[config.mk]
export PLATFORM = sky130hd
export DESIGN_NAME = bcrypt_expand_wr_seq_flat
export DESIGN_NICKNAME = d
export VERILOG_FILES = /design/src/rtl/bcrypt_expand_wr_seq_if.sv /design/src/rtl/bcrypt_expand_wr_seq.sv /design/src/flat_wrapper.sv
export SDC_FILE = /design/constraint.sdc
export NUM_CORES = 1
export LEC_CHECK = 0
export ABC_AREA = 1
export BUFFER_PORTS_ARGS = -buffer_cell sky130_fd_sc_hd__buf_2
export CAP_MARGIN = 20
export CORE_MARGIN = 10
export CORE_UTILIZATION = 29
export DETAILED_ROUTE_END_ITERATION = 12
export PLACE_DENSITY_LB_ADDON = 0.08
export SYNTH_ARGS = -nofsm -noshare
export SYNTH_HDL_FRONTEND = slang
export SYNTH_SLANG_ARGS = --single-unit
export TNS_END_PERCENT = 50
[constraint.sdc]
create_clock -name CLK -period 2.7 [get_ports CLK]
set_input_delay 0.54 -clock CLK [delete_from_list [all_inputs] [get_ports CLK]]
set_output_delay 0.54 -clock CLK [all_outputs]
set_load 0.03 [all_outputs]
[src/rtl/bcrypt_expand_wr_seq_if.sv]
// rtl/bcrypt_expand_wr_seq_if.sv - control, encryption handshake and RAM write bus of the ExpandKey write-back sequencer
interface bcrypt_expand_wr_seq_if;
    logic       start;
    logic       salt_mode;
    logic       busy;
    logic       done;
    logic       enc_start;
    logic       enc_done;
    logic       salt_xor;
    logic       salt_half;
    logic       wr_lr;
    logic       P_wr_en;
    logic [4:0] P_wr_addr;
    logic       S_wr_en;
    logic [9:0] S_wr_addr;

    modport master (
        input  start, salt_mode, enc_done,
        output busy, done, enc_start, salt_xor, salt_half, wr_lr,
               P_wr_en, P_wr_addr, S_wr_en, S_wr_addr
    );

    modport slave (
        output start, salt_mode, enc_done,
        input  busy, done, enc_start, salt_xor, salt_half, wr_lr,
               P_wr_en, P_wr_addr, S_wr_en, S_wr_addr
    );
endinterface

[src/rtl/bcrypt_expand_wr_seq.sv]
// rtl/bcrypt_expand_wr_seq.sv - sequences 521 Blowfish encryptions and writes each L/R result into P then S
module bcrypt_expand_wr_seq #(
    parameter logic [4:0] P_ADDR_BASE = 5'd0,
    parameter int         P_PAIRS     = 9,
    parameter int         S_PAIRS     = 512
) (
    input  logic                      CLK,
    input  logic                      RST,
    bcrypt_expand_wr_seq_if.master    bus
);
    localparam logic [9:0] P_PAIRS_W = 10'(P_PAIRS);
    localparam logic [9:0] LAST_PAIR = 10'(P_PAIRS + S_PAIRS - 1);

    typedef enum logic [2:0] {
        ST_IDLE,
        ST_REQ,
        ST_WAIT,
        ST_WR_L,
        ST_WR_R,
        ST_FIN
    } state_t;

    state_t     state;
    state_t     state_next;
    logic [9:0] pair;
    logic       salt_q;
    logic [4:0] p_addr;
    logic [9:0] s_addr;

    logic       in_p;
    logic       last_pair;
    logic [9:0] s_idx;
    logic [4:0] p_even;
    logic [9:0] s_even;

    assign in_p      = (pair < P_PAIRS_W);
    assign last_pair = (pair == LAST_PAIR);
    assign s_idx     = pair - P_PAIRS_W;
    assign p_even    = P_ADDR_BASE + 5'(pair << 1);
    assign s_even    = s_idx << 1;

    assign bus.salt_xor  = salt_q;
    assign bus.salt_half = pair[0];
    assign bus.P_wr_addr = p_addr;
    assign bus.S_wr_addr = s_addr;

    always_ff @(posedge CLK) begin
        if (RST) begin
            state <= ST_IDLE;
        end else begin
            state <= state_next;
        end
    end

    always_comb begin
        state_next    = state;
        bus.busy      = 1'b0;
        bus.done      = 1'b0;
        bus.enc_start = 1'b0;
        bus.wr_lr     = 1'b0;
        bus.P_wr_en   = 1'b0;
        bus.S_wr_en   = 1'b0;
        case (state)
            ST_IDLE: begin
                if (bus.start) begin
                    state_next = ST_REQ;
                end
            end
            ST_REQ: begin
                bus.busy      = 1'b1;
                bus.enc_start = 1'b1;
                state_next    = ST_WAIT;
            end
            ST_WAIT: begin
                bus.busy = 1'b1;
                if (bus.enc_done) begin
                    state_next = ST_WR_L;
                end
            end
            ST_WR_L: begin
                bus.busy    = 1'b1;
                bus.P_wr_en = in_p;
                bus.S_wr_en = ~in_p;
                state_next  = ST_WR_R;
            end
            ST_WR_R: begin
                bus.busy    = 1'b1;
                bus.wr_lr   = 1'b1;
                bus.P_wr_en = in_p;
                bus.S_wr_en = ~in_p;
                state_next  = last_pair ? ST_FIN : ST_REQ;
            end
            ST_FIN: begin
                bus.done   = 1'b1;
                state_next = ST_IDLE;
            end
            default: begin
                state_next = ST_IDLE;
            end
        endcase
    end

    // Address registers load the even address as the core result lands, so they are valid with the strobe.
    always_ff @(posedge CLK) begin
        if (RST) begin
            pair   <= '0;
            salt_q <= 1'b0;
            p_addr <= P_ADDR_BASE;
            s_addr <= '0;
        end else begin
            case (state)
                ST_IDLE: begin
                    if (bus.start) begin
                        pair   <= '0;
                        salt_q <= bus.salt_mode;
                    end
                end
                ST_WAIT: begin
                    if (bus.enc_done) begin
                        if (in_p) begin
                            p_addr <= p_even;
                        end else begin
                            s_addr <= s_even;
                        end
                    end
                end
                ST_WR_L: begin
                    if (in_p) begin
                        p_addr <= p_addr + 5'd1;
                    end else begin
                        s_addr <= s_addr + 10'd1;
                    end
                end
                ST_WR_R: begin
                    if (!last_pair) begin
                        pair <= pair + 10'd1;
                    end
                end
                ST_FIN: begin
                    salt_q <= 1'b0;
                end
                default: begin
                end
            endcase
        end
    end
endmodule

[src/flat_wrapper.sv]
// flat-port wrapper written by rule: the top's interface ports become plain ports
module bcrypt_expand_wr_seq_flat 
#(
    parameter logic [4:0] P_ADDR_BASE = 5'd0,
    parameter int         P_PAIRS     = 9,
    parameter int         S_PAIRS     = 512
)
  (CLK, RST, bus_start, bus_salt_mode, bus_enc_done, bus_busy, bus_done, bus_enc_start, bus_salt_xor, bus_salt_half, bus_wr_lr, bus_P_wr_en, bus_P_wr_addr, bus_S_wr_en, bus_S_wr_addr);
  bcrypt_expand_wr_seq_if bus_i ();
  input  logic CLK;
  input  logic RST;
  input wire logic [$bits(bus_i.start)-1:0] bus_start;
  input wire logic [$bits(bus_i.salt_mode)-1:0] bus_salt_mode;
  input wire logic [$bits(bus_i.enc_done)-1:0] bus_enc_done;
  output wire logic [$bits(bus_i.busy)-1:0] bus_busy;
  output wire logic [$bits(bus_i.done)-1:0] bus_done;
  output wire logic [$bits(bus_i.enc_start)-1:0] bus_enc_start;
  output wire logic [$bits(bus_i.salt_xor)-1:0] bus_salt_xor;
  output wire logic [$bits(bus_i.salt_half)-1:0] bus_salt_half;
  output wire logic [$bits(bus_i.wr_lr)-1:0] bus_wr_lr;
  output wire logic [$bits(bus_i.P_wr_en)-1:0] bus_P_wr_en;
  output wire logic [$bits(bus_i.P_wr_addr)-1:0] bus_P_wr_addr;
  output wire logic [$bits(bus_i.S_wr_en)-1:0] bus_S_wr_en;
  output wire logic [$bits(bus_i.S_wr_addr)-1:0] bus_S_wr_addr;
  assign bus_i.start = bus_start;
  assign bus_i.salt_mode = bus_salt_mode;
  assign bus_i.enc_done = bus_enc_done;
  assign bus_busy = bus_i.busy;
  assign bus_done = bus_i.done;
  assign bus_enc_start = bus_i.enc_start;
  assign bus_salt_xor = bus_i.salt_xor;
  assign bus_salt_half = bus_i.salt_half;
  assign bus_wr_lr = bus_i.wr_lr;
  assign bus_P_wr_en = bus_i.P_wr_en;
  assign bus_P_wr_addr = bus_i.P_wr_addr;
  assign bus_S_wr_en = bus_i.S_wr_en;
  assign bus_S_wr_addr = bus_i.S_wr_addr;
  bcrypt_expand_wr_seq #(.P_ADDR_BASE(P_ADDR_BASE), .P_PAIRS(P_PAIRS), .S_PAIRS(S_PAIRS)) u_core (.CLK(CLK), .RST(RST), .bus(bus_i));
endmodule
==> run_results.csv, run 1 <==
group,metric,value,unit
grt,grt_max_degree,20,
placed_design,place_congestion,0.7439,
clock_tree,cts_tree,"built",
setup_path,worst_ep_required_time,2.16,ns
timing,max_freq,435.5,MHz
yosys,ys_types,37,
timing,finalCriticalPeriod,2.296,ns
power_and_ir_drop,irDropWorstVdd,0.1553,mV
clock_tree,clock_path_buffers,2,
yosys,synth_fp_nets,316,
placed_design,dpl_cell_area,0.002205,sq mm
yosys,synth_edf_count,0,
yosys,synthesis.area,0.002052,sq mm
route,drt_iter0_drc,77,
route,dr.pass1.iters,4,
layout,utilization,33.53,%
yosys,yosys_register_bits,29,
status,status,"finished, final reports clean",
floorplanning,initial_core_util,30.04,%
timing,setup_tns,0,ns
clock_tree,cts-root-buf,"clkbuf_8",
clock_tree,cts_buffers,5,
route,ant_nets,0,
yosys,synthArstFlopShare,0,%
timing,worst_pin_slew,0.6615,ns
power_and_ir_drop,p_leak,1.076,nW
yosys,synth_ff_type,"dfxtp_1",
layout,multiInputGateArea,0.001214,sq mm
timing,hold_violations,0,
placed_design,port_buffers,27,
setup_path,crit_chain,"inv_1 > ha_1 > inv_1 > o21ai_4 > nand3_4 > nor2_1 > buf_2",
timing,holdWs,0.4492,ns
layout,design_area,0.002291,sq mm
timing,rsz0062_at_grt,"false",
layout,regArea,580.6,sq um
clock_tree,clock_latency,0.27,ns
setup_path,endpoint_kind,"output port",
placed_design,dp_cells,420,
clock_tree,cts_resized,0,
power_and_ir_drop,power_density,457.1,mW/mm^2
yosys,yosys_warnings,0,
setup_path,cp_max_fo,8,
grt,first_global_vias,1771,
route,vias_per_cell,4.454,
floorplanning,io_pins,28,
layout,drive_gt1_share,21.15,%
setup_path,slowest_delay,0.38,ns
route,vias,1902,
timing,finalCritPeriodShare,85.05,%
timing,fin_worst_skew,0.004207,ns
clock_tree,htreeDepth,2,
layout,stdcell_count,427,
layout,layout_commonest_cell,"nand2_1",
setup_path,crit_slowest_cell,"dfxtp_1",
yosys,syn_inst,306,
job,drv_cap,0,
min_path,hp-class,"reg2reg",
clock_tree,cts_sinks,29,
floorplanning,die_x,104.1,um
setup_path,path_class,"reg2out",
placed_design,dp_hpwl,3.995,mm
layout,fin_nets,341,
route,routed_wl,5.339,mm
timing,max_slew_margin,55.85,%
grt,antenna_found_initial,0,
clock_tree,hold_buffers,0,
floorplanning,die-area,0.01084,sq mm
clock_tree,cts_setup_buffers,0,
setup_path,arrival,1.76,ns
layout,area_delta_synth_final,11.65,%
setup_path,cpMostUsedCell,"inv_1",
yosys,avgSynthCellArea,6.706,sq um
layout,fillers,792,
grt,grt_pass1_wl,9.080,mm
yosys,seq_area_frac_synth,28.29,%
layout,n_antenna_cell,0,
grt,grt_use_total,10.00,%
setup_path,crit_path_start_kind,"register",
floorplanning,design.core.area,0.006832,sq mm
route,wl_per_cell,12.50,um
floorplanning,dieHeight,104.1,um
timing,final_max_slew_viol_count,0,
layout,final_cell_mix,"nand2_1 (58), nor2_1 (51), dfxtp_1 (29)",
clock_tree,clk_pin_slew,0.06,ns
timing,finalSetupViolCount,0,
floorplanning,num_rows,30,
grt,overflow,0,
route,drc,0,
-- state kept, by name, summed over array words and instances (netlist names) --
name / flops
u_core.bus.S_wr_addr: 10
u_core.pair: 10
u_core.bus.P_wr_addr: 5
u_core.state: 3
u_core.bus.salt_xor: 1
-- layer usage --
metal  vias to the layer above  part of all wire (%)  wire [um]  GRT usage, %
met2                        19                    44       2372         15.45
li1                       1047                     -          -             -
met3                         2                   3.2        171         2.912
met4                         0                  0.62         33         2.982
met1                       834                    52       2761         13.06
met5                         -                     0          0             0
-- critical path, delay by kind of cell (launching register included) --
kind | cells | cell delay, ns
adders and majority gates | 1 | 0.19
DFF | 1 | 0.38
buffers and inverters | 3 | 0.45
AOI/OAI and AO/OA | 1 | 0.23
and+or+nand+nor | 2 | 0.24
-- synthesized netlist by cell type, types with 3 or more instances --
master / instances / area share [%]
nand2_1: 58 / 11
nor2_1: 51 / 9.3
dfxtp_1: 29 / 28
inv_1: 27 / 4.9
nand3_1: 26 / 6.3
a21oi_1: 23 / 5.6
o21ai_0: 15 / 3.7
inv_2: 9 / 1.6
nand4_1: 7 / 2.1
buf_6: 5 / 2.7
ha_1: 5 / 3.0
o21ai_1: 5 / 1.2
nand2_4: 4 / 2.2
nor2_2: 4 / 1.2
o21ai_2: 4 / 1.7
xor2_1: 4 / 1.7
nor3_1: 3 / 0.73
-- power breakdown --
group          internal, W  switching, W
Combinational    0.0000639      0.000157
Clock             0.000202      0.000158
Sequential        0.000446     0.0000197
-- logic make-up (layout without fill, tap and decap cells) --
family / after synthesis / in the layout / synth area share (%)
xor+xnor: 5 / 5 / 2.134
fa+ha+maj: 5 / 5 / 3.049
compound gates: 55 / 55 / 16.10
simple gates: 164 / 164 / 37.87
flops: 29 / 29 / 28.29
buf+inv: 48 / 73 / 12.56
-- layout make-up --
cell class,count,area share [%]
Inverter,38,6.445
Clock buffer,7,3.768
Sequential cell,29,25.34
Tap cell,96,5.243
Timing Repair Buffer,28,6.226
Multi-Input combinational cell,229,52.98
-- worst paths after layout --
| path | startpoint | end | slack, ns | depth (start not counted) |
|---|---|---|---|---|
| worst min-delay path | u_core.bus.salt_xor | u_core.bus.salt_xor | 0.45 | 2 |
| worst max-delay path | u_core.pair[0] | bus_P_wr_en | 0.40 | 7 |
| worst min register to register | u_core.bus.salt_xor | u_core.bus.salt_xor | 0.45 | 2 |
| worst max register to register | u_core.pair[0] | u_core.bus.S_wr_addr[9] | 0.79 | 10 |
-- per-stage QoR --
step | total power [W] | setup WS, ns
final | 0.001047 | 0.4038
after global routing | 0.001117 | 0.2374
after CTS | 0.001073 | 0.3749
after detailed placement | 0.0007002 | 0.6817
after global placement | 0.0007035 | 0.7160
after floorplan | 0.0006476 | 0.5171
Note: power is estimated with default switching activity, not from simulation.
==> run 2: changes to the inputs <==
ABC_AREA = 0   (was 1)
==> run 2 against run 1 <==
Clock skew is 0.0040 ns higher. Clock power rose by 12%. Synthesized area fell by 11%. Final cell count decreased by 21%. Sequential share of layout area up 1.8 points. Critical path type unchanged. Largest power group unchanged.
==> run_results.csv, run 2 <==
group,metric,value,unit
power_and_ir_drop,report.power.total,0.001020,W
yosys,synth_area_leader_cell,"dfxtp_1",
setup_path,cp_max_fo,10,
layout,drive_gt1_share,22.61,%
yosys,synth_fp_nets,244,
layout,stdcell_count,336,
floorplanning,initial_core_util,30.33,%
timing,fin_ws,0.1155,ns
grt,first_global_vias,1659,
route,drc,0,
layout,n_antenna_cell,0,
setup_path,worst_ep_required_time,2.16,ns
yosys,syn_inst,234,
grt,grt_pass1_wl,8.631,mm
setup_path,crit_buf_inv,1,
layout,layout_commonest_cell,"dfxtp_1",
yosys,yosysMostFrequentCell,"dfxtp_1",
yosys,yosys_register_bits,29,
yosys,synth_top_area_share,31.96,%
setup_path,crit_family,"simple AND/OR/NAND/NOR gates",
setup_path,arrival,2.04,ns
route,vias_per_cell,5.241,
setup_path,crit_slowest_cell,"or4_4",
grt,antenna_found_initial,0,
timing,setup_tns,0,ns
job,drv_cap,0,
clock_tree,cts_sinks,29,
timing,max_slew_margin,55.63,%
grt,overflow,0,
setup_path,crit_chain,"or4_4 > a2111oi_4 > a21boi_2 > clkbuf_4",
timing,holdWs,0.5073,ns
placed_design,port_buffers,27,
yosys,ys_types,54,
route,dr.pass1.iters,4,
timing,rsz0062_at_grt,"false",
clock_tree,clock_path_buffers,2,
clock_tree,hold_buffers,0,
timing,fin_worst_skew,0.008253,ns
clock_tree,cts_tree,"built",
placed_design,dp_hpwl,3.804,mm
power_and_ir_drop,power_density,476.2,mW/mm^2
timing,finalCriticalPeriod,2.585,ns
timing,max_freq,386.9,MHz
route,wl_per_cell,15.82,um
floorplanning,dieHeight,99.15,um
layout,fin_nets,270,
route,vias,1761,
setup_path,crit_path_start_kind,"register",
floorplanning,die-area,0.009831,sq mm
timing,finalSetupViolCount,0,
floorplanning,design.core.area,0.005991,sq mm
floorplanning,num_rows,28,
floorplanning,io_pins,28,
setup_path,slowest_delay,0.61,ns
timing,finalCritPeriodShare,95.72,%
grt,grt_use_total,10.49,%
placed_design,dp_cells,327,
route,routed_wl,5.316,mm
route,ant_nets,0,
power_and_ir_drop,irDropWorstVdd,0.1961,mV
min_path,hp-class,"reg2reg",
yosys,avgSynthCellArea,7.764,sq um
placed_design,place_congestion,0.7727,
clock_tree,cts_buffers,5,
yosys,synthArstFlopShare,0,%
status,status,"finished, final reports clean",
yosys,seq_area_frac_synth,31.96,%
clock_tree,clk_pin_slew,0.07,ns
timing,worst_pin_slew,0.6487,ns
grt,grt_max_degree,24,
timing,final_max_slew_viol_count,0,
placed_design,post-place-ws,0.3767,ns
layout,fillers,659,
clock_tree,clock_latency,0.28,ns
setup_path,endpoint_kind,"output port",
clock_tree,htreeDepth,2,
yosys,synthesis.area,0.001817,sq mm
setup_path,path_class,"reg2out",
yosys,synth_ff_type,"dfxtp_1",
yosys,yosys_warnings,0,
yosys,synthTopCellsByCount,"dfxtp_1 (29), a21oi_1 (28), nor2_1 (20)",
layout,final_cell_mix,"dfxtp_1 (29), a21oi_1 (28), buf_2 (26)",
yosys,yosys-top-cells-area,"dfxtp_1 (32%), a21oi_1 (7.7%), o21ai_0 (5.0%)",
floorplanning,die_x,99.15,um
clock_tree,cts-root-buf,"clkbuf_8",
layout,area_delta_synth_final,17.84,%
power_and_ir_drop,p_leak,0.8113,nW
timing,hold_violations,0,
yosys,synth_edf_count,0,
route,drt_iter0_drc,90,
==> run 2: cell count changes after synthesis, moves of 5 or more <==
cell / change
nand2b_1: +5
o21ai_1: -5
inv_2: -9
nor3_1: +11
inv_1: -23
nand3_1: -16
nor2_1: -31
nand2_1: -43
a21oi_1: +5
clkbuf_1: +12
==> run 2: power by group <==
part | internal (W) | switching [W]
sequential | 0.000438 | 0.0000209
clock | 0.000230 | 0.000173
combinational | 0.0000526 | 0.000105
==> run 2: worst paths after layout <==
check,from,endpoint,slack [ns],cells past startpoint
hold / removal,u_core.bus.P_wr_addr[4],u_core.bus.P_wr_addr[4],0.51,2
setup / recovery,u_core.pair[4],bus_P_wr_en,0.12,4
setup reg to reg,u_core.pair[4],u_core.bus.S_wr_addr[8],0.28,7
hold reg to reg,u_core.bus.P_wr_addr[4],u_core.bus.P_wr_addr[4],0.51,2
==> run 2: per-stage QoR <==
step / util [%] / instance area, sq um
after floorplan: - / 1821
after global placement: 33.88 / 2029
after detailed placement: 33.88 / 2029
after CTS: 35.57 / 2131
after global routing: 35.74 / 2141
final: 35.74 / 2141
==> run 2: worst register-to-register path, stage by stage, from the launching register on <==
cell	delay, ns
dfxtp_1	0.39
or4_4	0.61
a2111oi_4	0.37
buf_4	0.18
buf_4	0.13
nand2b_1	0.37
o21ai_0	0.16
a21oi_1	0.16
==> run 2: timing repair <==
item / 4_1_cts / 5_1_grt
setup endpoints to repair: 0 / 2
gates resized for setup: 0 / 2
buffers inserted: 0 / 1
==> run 2: routing by layer <==
| layer | vias to the layer above | routed length [um] | global-route usage, % |
|---|---|---|---|
| met2 | 43 | 2311 | 15.53 |
| met5 | - | 0 | 0 |
| met1 | 806 | 2678 | 13.93 |
| li1 | 907 | - | - |
| met3 | 5 | 263 | 3.183 |
| met4 | 0 | 63 | 3.749 |
==> run 2: final cells by class <==
type | instances | area [sq um] | area share (%)
clock inverter | 1 | 5.005 | 0.2338
clock buffer | 7 | 96.34 | 4.500
timing repair buffer | 35 | 197.7 | 9.234
multi-input combinational | 185 | 1152 | 53.83
inverter | 4 | 15.01 | 0.7013
sequential | 29 | 580.6 | 27.12
tap | 75 | 93.84 | 4.383
==> run 2: cell families (layout without fill, tap and decap cells) <==
group	count (synthesis)	count (layout)	share of synthesized area, %
simple gates	101	101	30.51
compound gates	67	67	23.14
flops	29	29	31.96
buf+inv	20	47	4.821
xor+xnor	8	8	3.856
fa+ha+maj	5	5	3.444
mux	4	4	2.273
==> run 3: changes to the inputs <==
--- a/config.mk
+++ b/config.mk
@@ -12,4 +12,5 @@
 export CORE_UTILIZATION = 29
 export DETAILED_ROUTE_END_ITERATION = 12
+export MAX_ROUTING_LAYER = met4
 export PLACE_DENSITY_LB_ADDON = 0.08
 export SYNTH_ARGS = -nofsm -noshare
==> constraint.sdc (replaced) <==
create_clock -name CLK -period 2.7 [get_ports CLK]
set_input_delay 0.135 -clock CLK [delete_from_list [all_inputs] [get_ports CLK]]
set_output_delay 0.135 -clock CLK [all_outputs]
set_load 0.03 [all_outputs]
==> run 3 against run 2 <==
Clock power is 8.4% lower. Highest routed layer unchanged. Largest cell class unchanged. Combinational power hardly changed. Critical endpoint unchanged. Maximum frequency is 5.8% higher. First-iteration DRC count is 27% lower. Global-route usage is 0.41 points higher. Via count is 2.4% lower. Clock skew hardly changed. Sequential power hardly changed. Wire length is 2.2% lower.
==> run_results.csv, run 3 (same netlist as run 2, synthesis figures left out) <==
group,metric,value,unit
route,drc,0,
power_and_ir_drop,power_density,470.6,mW/mm^2
route,dr.pass1.iters,4,
floorplanning,num_rows,28,
placed_design,dpl_cell_area,0.002011,sq mm
grt,antenna_found_initial,0,
setup_path,path_class,"reg2out",
setup_path,slowest_delay,0.61,ns
route,vias_per_cell,5.178,
timing,setup_tns,0,ns
grt,grtUsageMet1,13.70,%
layout,n_antenna_cell,0,
placed_design,place_congestion,0.7434,
floorplanning,design.core.area,0.005991,sq mm
layout,area_delta_synth_final,15.43,%
timing,fin_worst_skew,0.008425,ns
clock_tree,cts_setup_buffers,0,
layout,design_area,0.002097,sq mm
floorplanning,die_x,99.15,um
clock_tree,hold_buffers,0,
setup_path,arrival,2.31,ns
floorplanning,die-area,0.009831,sq mm
setup_path,crit_slowest_cell,"or4_4",
clock_tree,htreeDepth,2,
setup_path,worst_ep_required_time,2.57,ns
grt,globalRouteMet3Util,2.768,%
clock_tree,clock_path_buffers,2,
grt,first_global_vias,1718,
route,wl_per_cell,15.67,um
layout,regArea,580.6,sq um
grt,grt_pass1_wl,8.638,mm
clock_tree,clk_pin_slew,0.06,ns
placed_design,port_buffers,27,
timing,finalCritPeriodShare,90.48,%
timing,rsz0062_at_grt,"false",
layout,drive_gt1_share,20.23,%
setup_path,crit_path_start_kind,"register",
power_and_ir_drop,p_leak,0.7872,nW
layout,final_cell_mix,"dfxtp_1 (29), a21oi_1 (28), buf_2 (27)",
floorplanning,initial_core_util,30.33,%
timing,max_slew_margin,57.99,%
job,drv_cap,0,
grt,use_met2,16.68,%
layout,utilization,35.00,%
clock_tree,cts-root-buf,"clkbuf_8",
timing,worst_pin_slew,0.6245,ns
grt,grt_max_degree,26,
floorplanning,dieHeight,99.15,um
route,vias,1719,
route,drt_iter0_drc,66,
setup_path,crit_buf_inv,1,
clock_tree,cts_sinks,29,
layout,layout_commonest_cell,"dfxtp_1",
min_path,hp-class,"in2reg",
layout,fin_nets,267,
clock_tree,clock_latency,0.28,ns
floorplanning,io_pins,28,
grt,overflow,0,
setup_path,crit_family,"compound AO/OA/AOI/OAI gates",
route,routed_wl,5.201,mm
setup_path,cp_max_fo,10,
grt,grt_busiest_layer,"met2",
timing,final_max_slew_viol_count,0,
clock_tree,cts_buffers,5,
layout,multiInputGateArea,0.001149,sq mm
layout,fillers,672,
setup_path,rrSetupSlack,0.32,ns
grt,grt_use_total,10.90,%
timing,finalSetupViolCount,0,
status,status,"finished, final reports clean",
timing,max_freq,409.3,MHz
setup_path,crit_chain,"or4_4 > a2111oi_4 > a21boi_0 > buf_2",
clock_tree,cts_tree,"built",
route,ant_nets,0,
timing,finalCriticalPeriod,2.443,ns
placed_design,dp_hpwl,3.737,mm
clock_tree,cts_resized,0,
timing,hold_violations,0,
setup_path,endpoint_kind,"output port",
power_and_ir_drop,irDropWorstVdd,0.2405,mV
run 3: path summary, 6_finish.rpt:
| check | from | end | cells past startpoint |
|---|---|---|---|
| setup / recovery | u_core.pair[4] | bus_P_wr_en | 4 |
| hold / removal | bus_salt_mode | u_core.bus.salt_xor | 3 |
| setup reg to reg | u_core.pair[4] | u_core.bus.S_wr_addr[8] | 5 |
| hold reg to reg | u_core.bus.P_wr_addr[4] | u_core.bus.P_wr_addr[4] | 2 |
run 3: cell type report:
type	instances	share of cell area [%]
multi-input combinational	185	54.77
sequential	29	27.68
timing repair buffer	32	8.234
tap	75	4.475
clock buffer	7	4.117
inverter	4	0.7160
run 3: where the power goes:
group,internal (W),switching (W)
clock network,0.000202,0.000167
registers,0.000438,0.0000203
logic,0.0000555,0.000104
total,0.000696,0.000291
run 3: per-layer routing:
metal  up-vias  wire length (um)
met5         -                 0
met4         0                37
met3         4               176
met2        31              2350
met1       783              2637
li1        901                 -
run 3: stage by stage:
stage                     hold WS [ns]  worst slack, ns  total power [W]  instances
after global placement          0.4481           0.3811        0.0006316        325
final                           0.1442           0.2571        0.0009868        332
after detailed placement        0.4370           0.3195        0.0006293        325
after CTS                       0.1471           0.2271         0.001003        332
after floorplan                 0.3161           0.1174        0.0005817        234
after global routing            0.2118          0.09300         0.001038        332
run 3: worst register-to-register path: cells and delay by family (launching register included):
family          cells  cell delay (ns)
flops               1             0.40
simple gates        2             1.05
compound gates      3             0.87
